<file path="config.mk">
export PLATFORM = sky130hd
export DESIGN_NAME = mips_cpu_fetch_flat
export DESIGN_NICKNAME = d
export VERILOG_FILES = /design/src/rtl/mips_cpu_pkg.sv /design/src/rtl/mips_cpu_fetch_if.sv /design/src/rtl/mips_cpu_next_pc.sv /design/src/rtl/mips_cpu_fetch.sv /design/src/flat_wrapper.sv
export SDC_FILE = /design/constraint.sdc
export NUM_CORES = 1
export LEC_CHECK = 0
export CAP_MARGIN = 10
export CORE_MARGIN = 8
export CORE_UTILIZATION = 51
export CTS_CLUSTER_DIAMETER = 80
export DETAILED_ROUTE_END_ITERATION = 12
export PLACE_DENSITY = 0.94
export SLEW_MARGIN = 0
export SYNTH_ARGS = -nofsm -noshare
export SYNTH_HDL_FRONTEND = slang
export SYNTH_HIERARCHICAL = 1
export SYNTH_SLANG_ARGS = --single-unit
</file>
<file path="constraint.sdc">
create_clock -name clk -period 6.7 [get_ports clk]
set_clock_uncertainty 0.05 [all_clocks]
set_input_delay 1.34 -clock clk [delete_from_list [all_inputs] [get_ports clk]]
set_output_delay 1.34 -clock clk [all_outputs]
set_load 0.01 [all_outputs]
</file>
<file path="src/rtl/mips_cpu_pkg.sv">
// Shared types and constants for the MIPS CPU front end.
// Fetch FSM state encoding plus the reset and halt addresses.
package mips_cpu_pkg;

   localparam int          INSTR_W      = 32;
   localparam logic [31:0] RESET_VECTOR = 32'hBFC0_0000;
   localparam logic [31:0] HALT_ADDR    = 32'h0000_0000;

   typedef enum logic [1:0] {
      START = 2'd0,
      FETCH = 2'd1,
      HOLD  = 2'd2,
      HALT  = 2'd3
   } fetch_state_t;

   function automatic logic misaligned(input logic [31:0] addr);
      return addr[1:0] != 2'b00;
   endfunction

endpackage

</file>
<file path="src/rtl/mips_cpu_fetch_if.sv">
// Avalon-style instruction read bus between the fetch stage (master) and memory (slave).
interface mips_cpu_fetch_if;
   import mips_cpu_pkg::*;

   logic [31:0]        instr_address;
   logic               instr_read;
   logic               instr_waitrequest;
   logic [INSTR_W-1:0] instr_readdata;

   modport master (
      output instr_address,
      output instr_read,
      input  instr_waitrequest,
      input  instr_readdata
   );

   modport slave (
      input  instr_address,
      input  instr_read,
      output instr_waitrequest,
      output instr_readdata
   );

endinterface

</file>
<file path="src/rtl/mips_cpu_next_pc.sv">
// Next fetch address for the instruction being accepted: redirect target select,
// branch-delay-slot bookkeeping via a pending target, and halt/fault detection.
module mips_cpu_next_pc
   import mips_cpu_pkg::*;
#(
   parameter logic [31:0] HALT_ADDR = mips_cpu_pkg::HALT_ADDR
) (
   input  logic [31:0] pc_out,
   input  logic [25:0] instr_index,
   input  logic        pcsrc,
   input  logic        jump,
   input  logic        jump1,
   input  logic [31:0] branch_target,
   input  logic [31:0] jr_target,
   input  logic        pend_vld,
   input  logic [31:0] pend_pc,
   output logic [31:0] next_pc,
   output logic        pend_vld_nxt,
   output logic [31:0] pend_pc_nxt,
   output logic        fault,
   output logic        halt
);

   logic [31:0] seq_pc;
   logic [31:0] tgt;
   logic        redir;

   always_comb begin
      seq_pc = pc_out + 32'd4;
      redir  = jump1 | jump | pcsrc;

      if (jump1)     tgt = jr_target;
      else if (jump) tgt = {seq_pc[31:28], instr_index, 2'b00};
      else           tgt = branch_target;

      next_pc      = seq_pc;
      pend_vld_nxt = 1'b0;
      pend_pc_nxt  = pend_pc;
      fault        = 1'b0;

      // A delay-slot instruction is being accepted: the stored target wins and
      // any redirect flagged alongside it is dropped.
      if (pend_vld) begin
         next_pc = pend_pc;
         fault   = misaligned(pend_pc);
      end else if (redir) begin
         pend_vld_nxt = 1'b1;
         pend_pc_nxt  = tgt;
      end

      halt = !fault && (next_pc == HALT_ADDR);
   end

endmodule

</file>
<file path="src/rtl/mips_cpu_fetch.sv">
// Instruction fetch stage: owns the PC, reads the instruction bus, and hands the
// captured word to the decoder over a valid/ready handshake.
module mips_cpu_fetch
   import mips_cpu_pkg::*;
#(
   parameter logic [31:0] RESET_VECTOR = mips_cpu_pkg::RESET_VECTOR,
   parameter logic [31:0] HALT_ADDR    = mips_cpu_pkg::HALT_ADDR
) (
   input  logic                clk,
   input  logic                reset,
   mips_cpu_fetch_if.master    ibus,
   output logic [INSTR_W-1:0]  instr,
   output logic                instr_valid,
   input  logic                instr_ready,
   output logic [31:0]         pc_out,
   output logic [31:0]         pc_plus8,
   input  logic                pcsrc,
   input  logic                jump,
   input  logic                jump1,
   input  logic [31:0]         branch_target,
   input  logic [31:0]         jr_target,
   output logic                active,
   output logic                fault
);

   fetch_state_t       state_q, state_d;
   logic [31:0]        pc_q, pc_d;
   logic [INSTR_W-1:0] instr_q, instr_d;
   logic [31:0]        pc_out_q, pc_out_d;
   logic               instr_valid_q, instr_valid_d;
   logic               active_q, active_d;
   logic               fault_q, fault_d;
   logic               pend_vld_q, pend_vld_d;
   logic [31:0]        pend_pc_q, pend_pc_d;

   logic [31:0] np_pc;
   logic        np_pend_vld;
   logic [31:0] np_pend_pc;
   logic        np_fault;
   logic        np_halt;
   logic        accept;

   mips_cpu_next_pc #(.HALT_ADDR(HALT_ADDR)) u_next_pc (
      .pc_out        (pc_out_q),
      .instr_index   (instr_q[25:0]),
      .pcsrc         (pcsrc),
      .jump          (jump),
      .jump1         (jump1),
      .branch_target (branch_target),
      .jr_target     (jr_target),
      .pend_vld      (pend_vld_q),
      .pend_pc       (pend_pc_q),
      .next_pc       (np_pc),
      .pend_vld_nxt  (np_pend_vld),
      .pend_pc_nxt   (np_pend_pc),
      .fault         (np_fault),
      .halt          (np_halt)
   );

   always_ff @(posedge clk or posedge reset) begin
      if (reset) begin
         state_q       <= START;
         pc_q          <= RESET_VECTOR;
         instr_q       <= '0;
         pc_out_q      <= '0;
         instr_valid_q <= 1'b0;
         active_q      <= 1'b1;
         fault_q       <= 1'b0;
         pend_vld_q    <= 1'b0;
         pend_pc_q     <= '0;
      end else begin
         state_q       <= state_d;
         pc_q          <= pc_d;
         instr_q       <= instr_d;
         pc_out_q      <= pc_out_d;
         instr_valid_q <= instr_valid_d;
         active_q      <= active_d;
         fault_q       <= fault_d;
         pend_vld_q    <= pend_vld_d;
         pend_pc_q     <= pend_pc_d;
      end
   end

   assign accept = instr_valid_q && instr_ready;

   always_comb begin
      state_d       = state_q;
      pc_d          = pc_q;
      instr_d       = instr_q;
      pc_out_d      = pc_out_q;
      instr_valid_d = instr_valid_q;
      active_d      = active_q;
      fault_d       = fault_q;
      pend_vld_d    = pend_vld_q;
      pend_pc_d     = pend_pc_q;

      case (state_q)
         START: state_d = FETCH;
         FETCH: begin
            if (!ibus.instr_waitrequest) begin
               instr_d       = ibus.instr_readdata;
               pc_out_d      = pc_q;
               instr_valid_d = 1'b1;
               state_d       = HOLD;
            end
         end
         HOLD: begin
            if (accept) begin
               instr_valid_d = 1'b0;
               pc_d          = np_pc;
               pend_vld_d    = np_pend_vld;
               pend_pc_d     = np_pend_pc;
               if (np_fault) begin
                  fault_d  = 1'b1;
                  active_d = 1'b0;
                  state_d  = HALT;
               end else if (np_halt) begin
                  active_d = 1'b0;
                  state_d  = HALT;
               end else begin
                  state_d  = FETCH;
               end
            end
         end
         HALT: begin
            instr_valid_d = 1'b0;
            pend_vld_d    = 1'b0;
         end
         default: state_d = START;
      endcase
   end

   // Read strobe decodes straight from the state so reset kills it without waiting for a clock.
   assign ibus.instr_address = pc_q;
   assign ibus.instr_read    = (state_q == FETCH);

   assign instr       = instr_q;
   assign instr_valid = instr_valid_q;
   assign pc_out      = pc_out_q;
   assign pc_plus8    = pc_out_q + 32'd8;
   assign active      = active_q;
   assign fault       = fault_q;

endmodule

</file>
<file path="src/flat_wrapper.sv">
// flat-port wrapper written by rule: the top's interface ports become plain ports
module mips_cpu_fetch_flat import mips_cpu_pkg::*;
#(
   parameter logic [31:0] RESET_VECTOR = mips_cpu_pkg::RESET_VECTOR,
   parameter logic [31:0] HALT_ADDR    = mips_cpu_pkg::HALT_ADDR
)
  (clk, reset, instr, instr_valid, instr_ready, pc_out, pc_plus8, pcsrc, jump, jump1, branch_target, jr_target, active, fault, ibus_instr_address, ibus_instr_read, ibus_instr_waitrequest, ibus_instr_readdata);
  mips_cpu_fetch_if ibus_i ();
  input  logic clk;
  input  logic reset;
  output logic [INSTR_W-1:0] instr;
  output logic instr_valid;
  input  logic instr_ready;
  output logic [31:0] pc_out;
  output logic [31:0] pc_plus8;
  input  logic pcsrc;
  input  logic jump;
  input  logic jump1;
  input  logic [31:0] branch_target;
  input  logic [31:0] jr_target;
  output logic active;
  output logic fault;
  output wire logic [$bits(ibus_i.instr_address)-1:0] ibus_instr_address;
  output wire logic [$bits(ibus_i.instr_read)-1:0] ibus_instr_read;
  input wire logic [$bits(ibus_i.instr_waitrequest)-1:0] ibus_instr_waitrequest;
  input wire logic [$bits(ibus_i.instr_readdata)-1:0] ibus_instr_readdata;
  assign ibus_instr_address = ibus_i.instr_address;
  assign ibus_instr_read = ibus_i.instr_read;
  assign ibus_i.instr_waitrequest = ibus_instr_waitrequest;
  assign ibus_i.instr_readdata = ibus_instr_readdata;
  mips_cpu_fetch #(.RESET_VECTOR(RESET_VECTOR), .HALT_ADDR(HALT_ADDR)) u_core (.clk(clk), .reset(reset), .ibus(ibus_i), .instr(instr), .instr_valid(instr_valid), .instr_ready(instr_ready), .pc_out(pc_out), .pc_plus8(pc_plus8), .pcsrc(pcsrc), .jump(jump), .jump1(jump1), .branch_target(branch_target), .jr_target(jr_target), .active(active), .fault(fault));
endmodule
</file>
==> impl_metrics.json, run 1 <==
{
  "status": "finished, final reports clean",
  "synth_fp_nets": 858,
  "routabilityCongestion": 0.889,
  "cp_top_family": "simple AND/OR/NAND/NOR gates",
  "root_buffer": "clkbuf_16",
  "r2r-start": "u_core/pc_out[3]",
  "cts_hold_buf": 0,
  "ant_nets": 0,
  "clkLatencyLatePin_ns": 0.42,
  "fin_nets": 1070,
  "initial_core_util_pct": 51.4,
  "p_sw_share_pct": 20.1,
  "ys_ff_latch": 134,
  "die_w_um": 139,
  "ys_warn_count": 6,
  "ir_drop_uv": 162,
  "firstDrtPassIters": 5,
  "cts_num_sinks": 134,
  "cts_tree": "done",
  "viasPerCell": 5.74,
  "overflow": 0,
  "finalNonFillerCells": 1162,
  "netlist_area_sq_um": 7670,
  "std_cell_rows": 45,
  "cts_setup_buffers": 0,
  "ff2ff_setup_slack_ns": 2.82,
  "route.detailed.drc": 0,
  "drive_above_1_share_pct": 19.5,
  "slowest_stage": "nor3_1",
  "p_int_mw": 1.57,
  "grt_pass1_vias": 6890,
  "pwr-share-comb_pct": 6.3,
  "via_count": 6665,
  "yosysSeqAreaShare_pct": 43.9,
  "crit_path_end_kind": "output port",
  "io_buffers": 234,
  "die_y_um": 139,
  "min_from": "u_core/active",
  "place_hpwl_um": 16600,
  "drtIter0Drc": 561,
  "die_area_sq_um": 19200,
  "tightest_slew_ns": 1.07,
  "fillers": 1025,
  "cts_buffers": 17,
  "track_usage_pct": 23.6,
  "core_sq_um": 14900,
  "r2r-end": "u_core/state_q[1]",
  "drt-wirelength-per-cell_um": 20.0,
  "syn_to_final_growth_pct": 40.3,
  "grt_pass1_wl_um": 37200,
  "hold_viol": 0,
  "io_pins": 235,
  "arrival_ns": 3.06,
  "synthArstFlopShare_pct": 100,
  "critPathMaxStageDelay_ns": 0.56,
  "max_cap_violations": 0,
  "hold_path_class": "register to register",
  "slew_headroom_pct": 27.8,
  "setup_viol": 0,
  "synth-edff-count": 0,
  "crit_path_max_fanout": 9,
  "cts_resized": 0,
  "worstPathBufferInverterCount": 1,
  "whs_ns": 0.424,
  "utilization_pct": 72.1,
  "hold_path_depth": 1,
  "grt_setup_unrepaired": "no",
  "fmax_mhz": 225,
  "diodes": 0,
  "synth.distinct_cells": 49,
  "clock_path_buffers": 2,
  "worstRegToRegCells": 12,
  "crit_chain": "ha_1, nand3_1, nor3_1, nand4_1, xnor2_1, clkdlybuf4s50_1",
  "seqPwrFrac_pct": 41.2,
  "htreeDepth": 4,
  "p_switching_mw": 0.396,
  "p_leak_nw": 4.70,
  "clk_pin_slew_worst_paths_ns": 0.06,
  "pwr-share-clk_pct": 52.4,
  "crit_type": "register to output port",
  "cp-start-kind": "register",
  "min_period_ns": 4.45,
  "antenna_found_initial": 0,
  "wl_um": 23300,
  "multi_input_area_sq_um": 4070,
  "ys.flop_type": "dfrtp_1",
  "avgSynthCellArea_sq_um": 10.2,
  "cp.required_ns": 5.31,
  "drv_slew": 0,
  "syn-instance-count": 749,
  "placedCellCount": 1130,
  "setup_tns_ns": 0,
  "period_share_pct": 66.4,
  "crit_cells": 6,
  "regArea_sq_um": 3370,
  "cellPowerDensity_nw_per_um2": 183,
  "grt_max_degree": 73,
  "hold_end": "u_core/active"
}
-- placed cells by master, fill, tap and decap left out, drive strengths merged, types with 26 or more instances in the layout --
| cell type | instances |
|---|---|
| clkdlybuf4s50 | 232 |
| a21oi | 33 |
| mux2i | 29 |
| nand2 | 72 |
| dfrtp | 124 |
| nor2 | 54 |
| o21ai | 57 |
| xnor2 | 26 |
| mux2 | 129 |
-- kinds of logic (layout without fill, tap and decap cells) --
group / Yosys count / after routing / synth area share (%)
and+or+nand+nor: 222 / 222 / 14.8
DFF: 134 / 134 / 43.9
adders and majority gates: 6 / 6 / 0.979
muxes: 158 / 158 / 22.7
xor gates and xnor gates: 47 / 47 / 5.37
AOI/OAI and AO/OA: 118 / 118 / 8.86
buffers and inverters: 64 / 289 / 3.33
-- registers in the layout, indices dropped and copies added (netlist names) --
signal                     cells
u_core/pc_out                 32
u_core/fault                   1
u_core/pend_pc_q              32
u_core/state_q                 2
u_core/instr                  32
u_core/ibus.instr_address     32
u_core/instr_valid             1
u_core/active                  1
u_core/pend_vld_q              1
-- cell usage after synthesis, types with 5 or more instances --
cell / count / area [sq um]
a21oi_1: 33 / 165
and3_1: 5 / 31.3
and4_1: 5 / 43.8
buf_1: 7 / 26.3
clkbuf_1: 32 / 120
dfrtp_1: 124 / 3100
dfstp_2: 10 / 263
ha_1: 6 / 75.1
inv_1: 19 / 71.3
mux2_2: 129 / 1450
mux2i_1: 29 / 290
nand2_1: 72 / 270
nand3_1: 21 / 105
nand4_1: 12 / 75.1
nor2_1: 54 / 203
nor3_1: 7 / 35.0
nor4_1: 18 / 113
o21ai_0: 56 / 280
xnor2_1: 26 / 228
xor2_1: 21 / 184
-- per-layer routing --
layer / up-vias / wire, um / GRT usage (%)
li1: 3113 / - / -
met2: 329 / 10700 / 37.1
met1: 3178 / 9620 / 29.2
met5: - / 0 / 0
met4: 0 / 527 / 8.55
met3: 45 / 2400 / 8.80
-- through the flow --
step / cell area, sq um / total power, mW / setup slack, ns
after floorplan: 7670 / 0.874 / 1.74
after global placement: 10100 / 0.946 / 2.88
after detailed placement: 10100 / 0.948 / 2.79
after CTS: 10800 / 1.98 / 2.33
after global routing: 10800 / 2.03 / 2.12
final: 10800 / 1.96 / 2.25
-- worst max path at each step --
stage | start | slack, ns | end
after floorplan | reset | 1.74 | u_core/fault
after global placement | u_core/pc_out[4] | 2.88 | pc_plus8[23]
after detailed placement | u_core/pc_out[4] | 2.79 | pc_plus8[23]
after CTS | u_core/pc_out[4] | 2.33 | pc_plus8[25]
after global routing | u_core/pc_out[4] | 2.12 | pc_plus8[21]
final | u_core/pc_out[4] | 2.25 | pc_plus8[25]
-- power groups by stage --
stage / Sequential (mW) / Clock (mW) / Combinational [mW]
after CTS: 0.810 / 1.05 / 0.125
after global placement: 0.824 / 0 / 0.122
after global routing: 0.809 / 1.09 / 0.137
final: 0.810 / 1.03 / 0.124
after detailed placement: 0.824 / 0 / 0.124
after floorplan: 0.824 / 0 / 0.0492
-- cell type report --
cell class                      instances  area share [%]
Sequential cell                       134            31.3
Tap cell                              188            2.19
Timing Repair Buffer                  238            22.0
Inverter                               19           0.709
Multi-Input combinational cell        551            37.8
Clock inverter                          8            1.58
Clock buffer                           24            4.48
No activity file was read; power rests on OpenSTA's default activity.
==> inputs of run 2 (changes only) <==
CORE_UTILIZATION = 43   (was 51)
PLACE_DENSITY = 0.85   (was 0.94)
clock period = 4 ns   (was 6.7 ns; I/O delays follow)
==> impl_metrics.json, run 2 (same netlist as run 1, synthesis figures left out) <==
{
  "cts_setup_buffers": 0,
  "clkLatencyLatePin_ns": 0.42,
  "critPathMaxStageDelay_ns": 0.56,
  "die_w_um": 150,
  "p_leak_nw": 4.73,
  "slowest_stage": "clkdlybuf4s50_1",
  "syn_to_final_growth_pct": 41.6,
  "cts_hold_buf": 0,
  "io_buffers": 234,
  "crit_path_max_fanout": 9,
  "clk_pin_slew_worst_paths_ns": 0.06,
  "setup_tns_ns": 0,
  "std_cell_rows": 49,
  "track_usage_pct": 21.3,
  "cts_num_sinks": 134,
  "cts_buffers": 17,
  "placedCellCount": 1181,
  "fin_nets": 1080,
  "wl_um": 24100,
  "preCtsSetupSlack_ns": 0.522,
  "root_buffer": "clkbuf_16",
  "viasPerCell": 5.53,
  "cellPowerDensity_nw_per_um2": 292,
  "grt_pass1_wl_um": 37300,
  "htreeDepth": 4,
  "hold_viol": 0,
  "whs_ns": 0.408,
  "status": "finished, final reports clean",
  "drt-wirelength-per-cell_um": 19.9,
  "max_cap_violations": 0,
  "routabilityCongestion": 0.881,
  "min_period_ns": 3.81,
  "drv_slew": 0,
  "die_area_sq_um": 22400,
  "setup_ws_ns": 0.193,
  "grt_max_degree": 135,
  "overflow": 0,
  "cts_tree": "done",
  "hold_path_class": "register to register",
  "layout_common_cells": "clkdlybuf4s50_1, mux2_2, dfrtp_1",
  "antenna_found_initial": 4,
  "crit_path_end_kind": "output port",
  "drive_above_1_share_pct": 20.6,
  "initial_core_util_pct": 43.3,
  "crit_type": "register to output port",
  "ant_nets": 0,
  "utilization_pct": 61.3,
  "arrival_ns": 2.96,
  "slew_headroom_pct": 47.9,
  "cts_resized": 0,
  "via_count": 6702,
  "tightest_slew_ns": 0.782,
  "io_pins": 235,
  "period_share_pct": 95.2,
  "grt_setup_unrepaired": "no",
  "cp-start-kind": "register",
  "clock_path_buffers": 2,
  "grt_pass1_vias": 6817,
  "setup_viol": 0,
  "fin_area_sq_um": 10900,
  "drtIter0Drc": 556,
  "fmax_mhz": 263,
  "firstDrtPassIters": 5,
  "place_hpwl_um": 17600,
  "final_common_cell": "clkdlybuf4s50_1",
  "route.detailed.drc": 0,
  "cp.required_ns": 3.15,
  "die_y_um": 150,
  "dpl_cell_area_sq_um": 10300,
  "finalNonFillerCells": 1213,
  "p_total_mw": 3.17,
  "core_sq_um": 17700,
  "crit_chain": "ha_1, nand3_1, nor3_1, nand4_1, xnor2_1, clkdlybuf4s50_1",
  "ir_drop_uv": 289,
  "diodes": 0
}
run 2: cell count changes in the layout (fill, tap and decap cells not counted):
cell	before	now
buf_4	4	12
clkbuf_1	4	1
clkbuf_8	3	0
clkinv_4	0	3
buf_12	0	2
bufinv_16	5	3
clkinvlp_4	2	4
inv_6	1	3
clkinv_2	1	2
run 2: final timing paths:
kind                                       start                 to  slack, ns  cells after the start
min in group asynchronous                  reset    u_core/instr[7]       0.84                      3
worst max register to register  u_core/pc_out[3]  u_core/state_q[1]       0.45                     12
max in group asynchronous                  reset   u_core/instr[12]       2.42                      3
worst min-delay path               u_core/active      u_core/active       0.41                      1
worst min register to register     u_core/active      u_core/active       0.41                      1
worst max-delay path            u_core/pc_out[4]       pc_plus8[25]       0.19                      6
run 2: per-layer routing:
metal,vias to the layer above,share of wire (%),global-route usage [%]
met5,-,0.22,0
met4,8,1.2,6.31
met3,30,8.9,7.23
met2,287,47,34.0
met1,3246,42,26.9
li1,3131,-,-
run 2: layout make-up:
cell class | count | area, sq um
fill | 1485 | 6860
multi-input combinational | 551 | 4070
sequential | 134 | 3370
timing repair buffer | 248 | 2460
clock buffer | 18 | 429
tap | 229 | 287
clock inverter | 14 | 175
inverter | 19 | 75.1
run 2: critical path: cells and delay by family, from the launching register on:
| kind | cells | cell delay (ns) |
|---|---|---|
| adders and majority gates | 1 | 0.26 |
| and+or+nand+nor | 3 | 0.98 |
| buffers and inverters | 1 | 0.56 |
| xor gates and xnor gates | 1 | 0.17 |
| DFF | 1 | 0.55 |
run 2: report_power, final:
part / switching [mW] / total (mW) / internal (mW)
Combinational: 0.0919 / 0.209 / 0.117
Sequential: 0 / 1.36 / 1.36
Clock: 0.616 / 1.60 / 0.985
